### config.mk
export PLATFORM = sky130hd
export DESIGN_NAME = display_page_arbiter_flat
export DESIGN_NICKNAME = d
export VERILOG_FILES = /design/src/rtl/display_page_arbiter_if.sv /design/src/rtl/display_page_arbiter.sv /design/src/flat_wrapper.sv
export SDC_FILE = /design/constraint.sdc
export NUM_CORES = 1
export LEC_CHECK = 0
export BUFFER_PORTS_ARGS = -buffer_cell sky130_fd_sc_hd__buf_2
export CORE_AREA = 4 4 96 98
export CTS_CLUSTER_DIAMETER = 60
export CTS_CLUSTER_SIZE = 10
export DETAILED_ROUTE_END_ITERATION = 10
export DIE_AREA = 0 0 100 102
export GPL_TIMING_DRIVEN = 0
export PLACE_DENSITY = 0.79
export SETUP_SLACK_MARGIN = 0.15
export SLEW_MARGIN = 10
export SYNTH_ARGS = -nofsm -noshare
export SYNTH_HDL_FRONTEND = slang
export SYNTH_SLANG_ARGS = --single-unit
### constraint.sdc
create_clock -name clk -period 2.7 [get_ports clk]
set_clock_uncertainty 0.2 [all_clocks]
set_input_delay 0.405 -clock clk [delete_from_list [all_inputs] [get_ports clk]]
set_output_delay 0.405 -clock clk [all_outputs]
set_load 0.05 [all_outputs]
### src/rtl/display_page_arbiter_if.sv
// Bundle between the counter/FSM requesters, the page arbiter and the seven-segment driver.
interface display_page_arbiter_if #(
    parameter int unsigned N      = 4,
    parameter int unsigned W      = 32,
    parameter int unsigned HOLD_W = 8
);
    logic                en;
    logic [HOLD_W-1:0]   hold;
    logic [N-1:0]        req;
    logic [N*W-1:0]      num_flat;
    logic [N*8-1:0]      dots_flat;
    logic [N-1:0]        grant;
    logic [2:0]          page;
    logic                valid;
    logic [W-1:0]        num;
    logic [7:0]          dots;

    modport master (
        output en, hold, req, num_flat, dots_flat,
        input  grant, page, valid, num, dots
    );

    modport slave (
        input  en, hold, req, num_flat, dots_flat,
        output grant, page, valid, num, dots
    );
endinterface

### src/rtl/display_page_arbiter.sv
// Round-robin owner of the seven-segment display: each requester keeps its page for
// a programmable number of strobe ticks, or until it drops its request.
module display_page_arbiter #(
    parameter int unsigned N      = 4,
    parameter int unsigned W      = 32,
    parameter int unsigned HOLD_W = 8
) (
    input  logic                    clk,
    input  logic                    rst,
    display_page_arbiter_if.slave   bus
);
    localparam int unsigned PW = 3;

    typedef enum logic {IDLE, SHOW} state_t;

    state_t             state;
    logic [HOLD_W-1:0]  hold_cnt;
    logic [PW-1:0]      last;

    logic [7:0]         req_x_c;
    logic [PW-1:0]      arb_from_c;
    logic [PW-1:0]      idx_c;
    logic [PW-1:0]      win_c;
    logic               win_found_c;
    logic [HOLD_W-1:0]  load_cnt_c;
    logic               expire_c;
    logic               release_c;
    logic               done_c;
    logic [W-1:0]       sel_num_c;
    logic [7:0]         sel_dots_c;

    // In SHOW the outgoing page becomes "last" on the same edge, so search from it directly.
    always_comb begin
        req_x_c     = 8'(bus.req);
        arb_from_c  = (state == SHOW) ? bus.page : last;
        idx_c       = '0;
        win_c       = '0;
        win_found_c = 1'b0;
        for (int i = 0; i < int'(N); i++) begin
            idx_c = PW'((32'(arb_from_c) + 32'(i) + 32'd1) % N);
            if (!win_found_c && req_x_c[idx_c]) begin
                win_c       = idx_c;
                win_found_c = 1'b1;
            end
        end
    end

    always_comb begin
        sel_num_c  = '0;
        sel_dots_c = '0;
        for (int i = 0; i < int'(N); i++) begin
            if (bus.page == PW'(i)) begin
                sel_num_c  = bus.num_flat[i*W +: W];
                sel_dots_c = bus.dots_flat[i*8 +: 8];
            end
        end
    end

    // A zero hold behaves as one tick; expiry and release share one hand-over path.
    always_comb begin
        load_cnt_c = (bus.hold == '0) ? HOLD_W'(1) : bus.hold;
        expire_c   = bus.en && (hold_cnt == HOLD_W'(1));
        release_c  = !req_x_c[bus.page];
        done_c     = (state == SHOW) && (expire_c || release_c);
    end

    always_ff @(posedge clk or posedge rst) begin
        if (rst) begin
            state     <= IDLE;
            bus.grant <= '0;
            bus.page  <= '0;
            bus.valid <= 1'b0;
            hold_cnt  <= '0;
            last      <= PW'(N - 1);
            bus.num   <= '0;
            bus.dots  <= '0;
        end else begin
            case (state)
                IDLE: begin
                    bus.num  <= '0;
                    bus.dots <= '0;
                    if (win_found_c) begin
                        state     <= SHOW;
                        bus.grant <= N'(1) << win_c;
                        bus.page  <= win_c;
                        bus.valid <= 1'b1;
                        hold_cnt  <= load_cnt_c;
                    end
                end
                SHOW: begin
                    if (done_c) begin
                        last <= bus.page;
                        if (win_found_c) begin
                            bus.grant <= N'(1) << win_c;
                            bus.page  <= win_c;
                            hold_cnt  <= load_cnt_c;
                            bus.num   <= sel_num_c;
                            bus.dots  <= sel_dots_c;
                        end else begin
                            state     <= IDLE;
                            bus.grant <= '0;
                            bus.valid <= 1'b0;
                            hold_cnt  <= '0;
                            bus.num   <= '0;
                            bus.dots  <= '0;
                        end
                    end else begin
                        bus.num  <= sel_num_c;
                        bus.dots <= sel_dots_c;
                        if (bus.en) begin
                            hold_cnt <= hold_cnt - HOLD_W'(1);
                        end
                    end
                end
                default: state <= IDLE;
            endcase
        end
    end
endmodule
### src/flat_wrapper.sv
// flat-port wrapper written by rule: the top's interface ports become plain ports
module display_page_arbiter_flat 
#(
    parameter int unsigned N      = 4,
    parameter int unsigned W      = 32,
    parameter int unsigned HOLD_W = 8
)
  (clk, rst, bus_en, bus_hold, bus_req, bus_num_flat, bus_dots_flat, bus_grant, bus_page, bus_valid, bus_num, bus_dots);
  display_page_arbiter_if #(.N(N), .W(W), .HOLD_W(HOLD_W)) bus_i ();
  input  logic clk;
  input  logic rst;
  input wire logic [$bits(bus_i.en)-1:0] bus_en;
  input wire logic [$bits(bus_i.hold)-1:0] bus_hold;
  input wire logic [$bits(bus_i.req)-1:0] bus_req;
  input wire logic [$bits(bus_i.num_flat)-1:0] bus_num_flat;
  input wire logic [$bits(bus_i.dots_flat)-1:0] bus_dots_flat;
  output wire logic [$bits(bus_i.grant)-1:0] bus_grant;
  output wire logic [$bits(bus_i.page)-1:0] bus_page;
  output wire logic [$bits(bus_i.valid)-1:0] bus_valid;
  output wire logic [$bits(bus_i.num)-1:0] bus_num;
  output wire logic [$bits(bus_i.dots)-1:0] bus_dots;
  assign bus_i.en = bus_en;
  assign bus_i.hold = bus_hold;
  assign bus_i.req = bus_req;
  assign bus_i.num_flat = bus_num_flat;
  assign bus_i.dots_flat = bus_dots_flat;
  assign bus_grant = bus_i.grant;
  assign bus_page = bus_i.page;
  assign bus_valid = bus_i.valid;
  assign bus_num = bus_i.num;
  assign bus_dots = bus_i.dots;
  display_page_arbiter #(.N(N), .W(W), .HOLD_W(HOLD_W)) u_core (.clk(clk), .rst(rst), .bus(bus_i));
endmodule
==> impl_metrics.py <==
metrics = {
    "sta": {
        "fin_hold_ws_ns": 0.1760,
        "maxSlewHeadroom": 0.5486,
        "drv_slew": 0,
        "max_freq_mhz": 427.3,
        "worst_pin_slew_ns": 0.6771,
        "period_share": 0.8668,
        "setup_tns_ns": 0,
        "final_hold_viol_count": 0,
        "setup_violations": 0,
        "rsz0062_at_grt": "no",
        "period_needed_ns": 2.340,
    },
    "finish": {
        "area_growth_pct": 42.44,
        "diodes": 0,
        "drive_gt1_frac": 0.5766,
        "final_util": 0.5903,
        "layout_commonest_cell": "buf_2",
        "layout_common_cells": "buf_2 (229), dfrtp_1 (56), and3_1 (43), mux4_2 (41), nand2_1 (18)",
        "fin_nets": 695,
    },
    "die": {
        "num_rows": 34,
        "die_h_um": 102,
        "boundaryPins": 223,
        "die-area_mm2": 0.01020,
        "initial_utilization": 0.4144,
        "die_x_um": 100,
        "fp.coreArea_mm2": 0.008466,
    },
    "grt": {
        "grt_usage": 0.2335,
        "grt_pass1_vias": 3712,
        "antenna_found_initial": 0,
        "grt_max_degree": 33,
        "grt-ovfl-total": 0,
        "grt_pass1_wl_mm": 18.23,
    },
    "setup_path": {
        "crit_start": "u_core.state",
        "r2r-start": "u_core.state",
        "cp.arrival_ns": 2.36,
        "startpoint_type": "flip-flop",
        "setup.worst_path.end_class": "flip-flop",
        "required_ns": 2.72,
        "cp_max_fo": 10,
        "worst-setup-path-type": "reg2reg",
    },
    "yosys": {
        "synth-main-ff-cell": "dfrtp_1",
        "syn-num-nets": 461,
        "synth_cell_type_count": 47,
        "synth_edf_count": 0,
        "async_flop_share": 1.000,
        "syn_area_mm2": 0.003508,
        "yosys_warnings": 0,
        "synth.ff_latch_count": 58,
        "avgSynthCellArea_um2": 12.35,
        "ys_seq_area_frac": 0.4144,
        "syn_inst": 284,
    },
    "worst_hold_path": {
        "min_path_type": "in2reg",
        "worstHoldStart": "bus_hold[0]",
    },
    "drt": {
        "antenna_left": 0,
        "post_drt_via_cell_ratio": 5.562,
        "drt-total-wl_mm": 11.76,
        "drc": 0,
        "via_count": 3504,
        "drtPass1Iterations": 5,
        "wl_per_cell_um": 18.67,
        "dr.first_iter.drc_count": 150,
    },
    "power_and_ir_drop": {
        "intPower_mw": 3.236,
        "p_sw_frac": 0.4755,
        "p_leak_nw": 2.500,
        "max-vdd-ir-drop_v": 0.0007387,
        "power.density_mw_per_mm2": 1234,
        "switchingPower_mw": 2.933,
        "power_mw": 6.169,
        "clockPowerShare": 0.145,
        "power_frac_comb": 0.614,
        "seqPwrFrac": 0.241,
    },
    "placement": {
        "hpwl_mm": 9.604,
        "port_buffers": 221,
        "place.gp.congestion": 0.9642,
    },
    "cts": {
        "cts-resized-gates": 0,
        "clockRootBuffer": "clkbuf_8",
        "clockBufferDepth": 2,
        "clk_latency_ns": 0.34,
        "cts_max_level": 3,
        "cts_sinks": 58,
        "cts_tree": "built",
        "cts_buffers": 9,
        "postCtsSetupBuffers": 0,
        "cts_hold_buf": 1,
        "clk_pin_slew_ns": 0.07,
    },
    "run": {
        "cap_violations": 0,
    },
    "outcome": {
        "outcome": "complete, no violations",
    },
}
## registers in the layout, indices dropped and copies added, names as in the netlist
signal,count
u_core.bus.num,32
u_core.bus.dots,8
u_core.hold_cnt,8
u_core.bus.grant,4
u_core.bus.page,2
u_core.last,2
u_core.bus.valid,1
u_core.state,1
## path summary, 6_finish.rpt
check | to | slack (ns) | cells after the start
setup reg to reg | u_core.hold_cnt[7] | 0.36 | 6
setup / recovery | u_core.hold_cnt[7] | 0.36 | 6
hold / removal | u_core.hold_cnt[0] | 0.18 | 3
min in group asynchronous | u_core.bus.num[13] | 0.48 | 3
max in group asynchronous | u_core.last[0] | 1.16 | 4
hold reg to reg | u_core.bus.valid | 0.29 | 2
## synthesized netlist by cell type, types with 6 or more instances
| library cell | count | share of area |
|---|---|---|
| dfrtp_1 | 56 | 0.40 |
| and3_1 | 43 | 0.077 |
| mux4_2 | 41 | 0.26 |
| nand2_1 | 18 | 0.019 |
| clkbuf_1 | 11 | 0.012 |
| a21oi_1 | 8 | 0.011 |
| buf_2 | 8 | 0.011 |
| nor2_1 | 8 | 0.0086 |
| o21ai_0 | 8 | 0.011 |
| mux2_2 | 6 | 0.019 |
| mux2i_1 | 6 | 0.017 |
| nand3_1 | 6 | 0.0086 |
## layer usage
layer	track usage	vias up	wire (µm)
li1	-	1571	-
met1	0.2629	1679	4115
met2	0.4238	223	6084
met3	0.06143	31	1220
met4	0.09223	0	340
met5	0	-	0
## power groups by stage
stage,Clock (mW),Combinational [mW],Sequential (mW)
final,0.895,3.79,1.49
after detailed placement,0,3.80,1.50
after global routing,0.957,4.03,1.53
after floorplan,0,1.69,2.70
after global placement,0,3.71,1.48
after CTS,0.917,3.81,1.48
## stage by stage
stage	std cells	cell area, µm²	worst slack [ns]
2_1_floorplan	284	3508	0.4128
3_3_place_gp	613	4750	-0.04035
3_5_place_dp	614	4770	0.1474
4_1_cts	630	4997	0.3239
5_1_grt	630	4997	0.2225
6_report	630	4997	0.3595
## logic make-up (layout without fill, tap and decap cells)
group / count (synthesis) / after routing / share of synthesized area
AND/OR/NAND/NOR: 98 / 98 / 0.1591
multiplexers: 53 / 53 / 0.2996
AO/OA/AOI/OAI: 42 / 42 / 0.07918
XOR/XNOR: 1 / 1 / 0.002497
adder cells (fa/ha/maj): 2 / 2 / 0.007132
buffers and inverters: 29 / 267 / 0.03709
flip-flops: 58 / 58 / 0.4144
other: 1 / 1 / 0.001069
## final cells by class
class | instances | area (µm²)
multi-input combinational | 197 | 1924
inverter | 6 | 22.52
timing repair buffer | 223 | 1136
clock inverter | 4 | 76.32
sequential | 58 | 1454
buffer | 23 | 107.6
fill | 718 | 3468
tap | 108 | 135.1
clock buffer | 11 | 141.4
## worst max-delay path, cell delays in order, from the launching register on
cell	delay (ns)
dfrtp_1	0.32
buf_2	0.20
clkbuf_1	0.44
nand4_1	0.30
and3_1	0.23
buf_2	0.18
o32a_1	0.36
No activity file was read; power rests on OpenSTA's default activity.
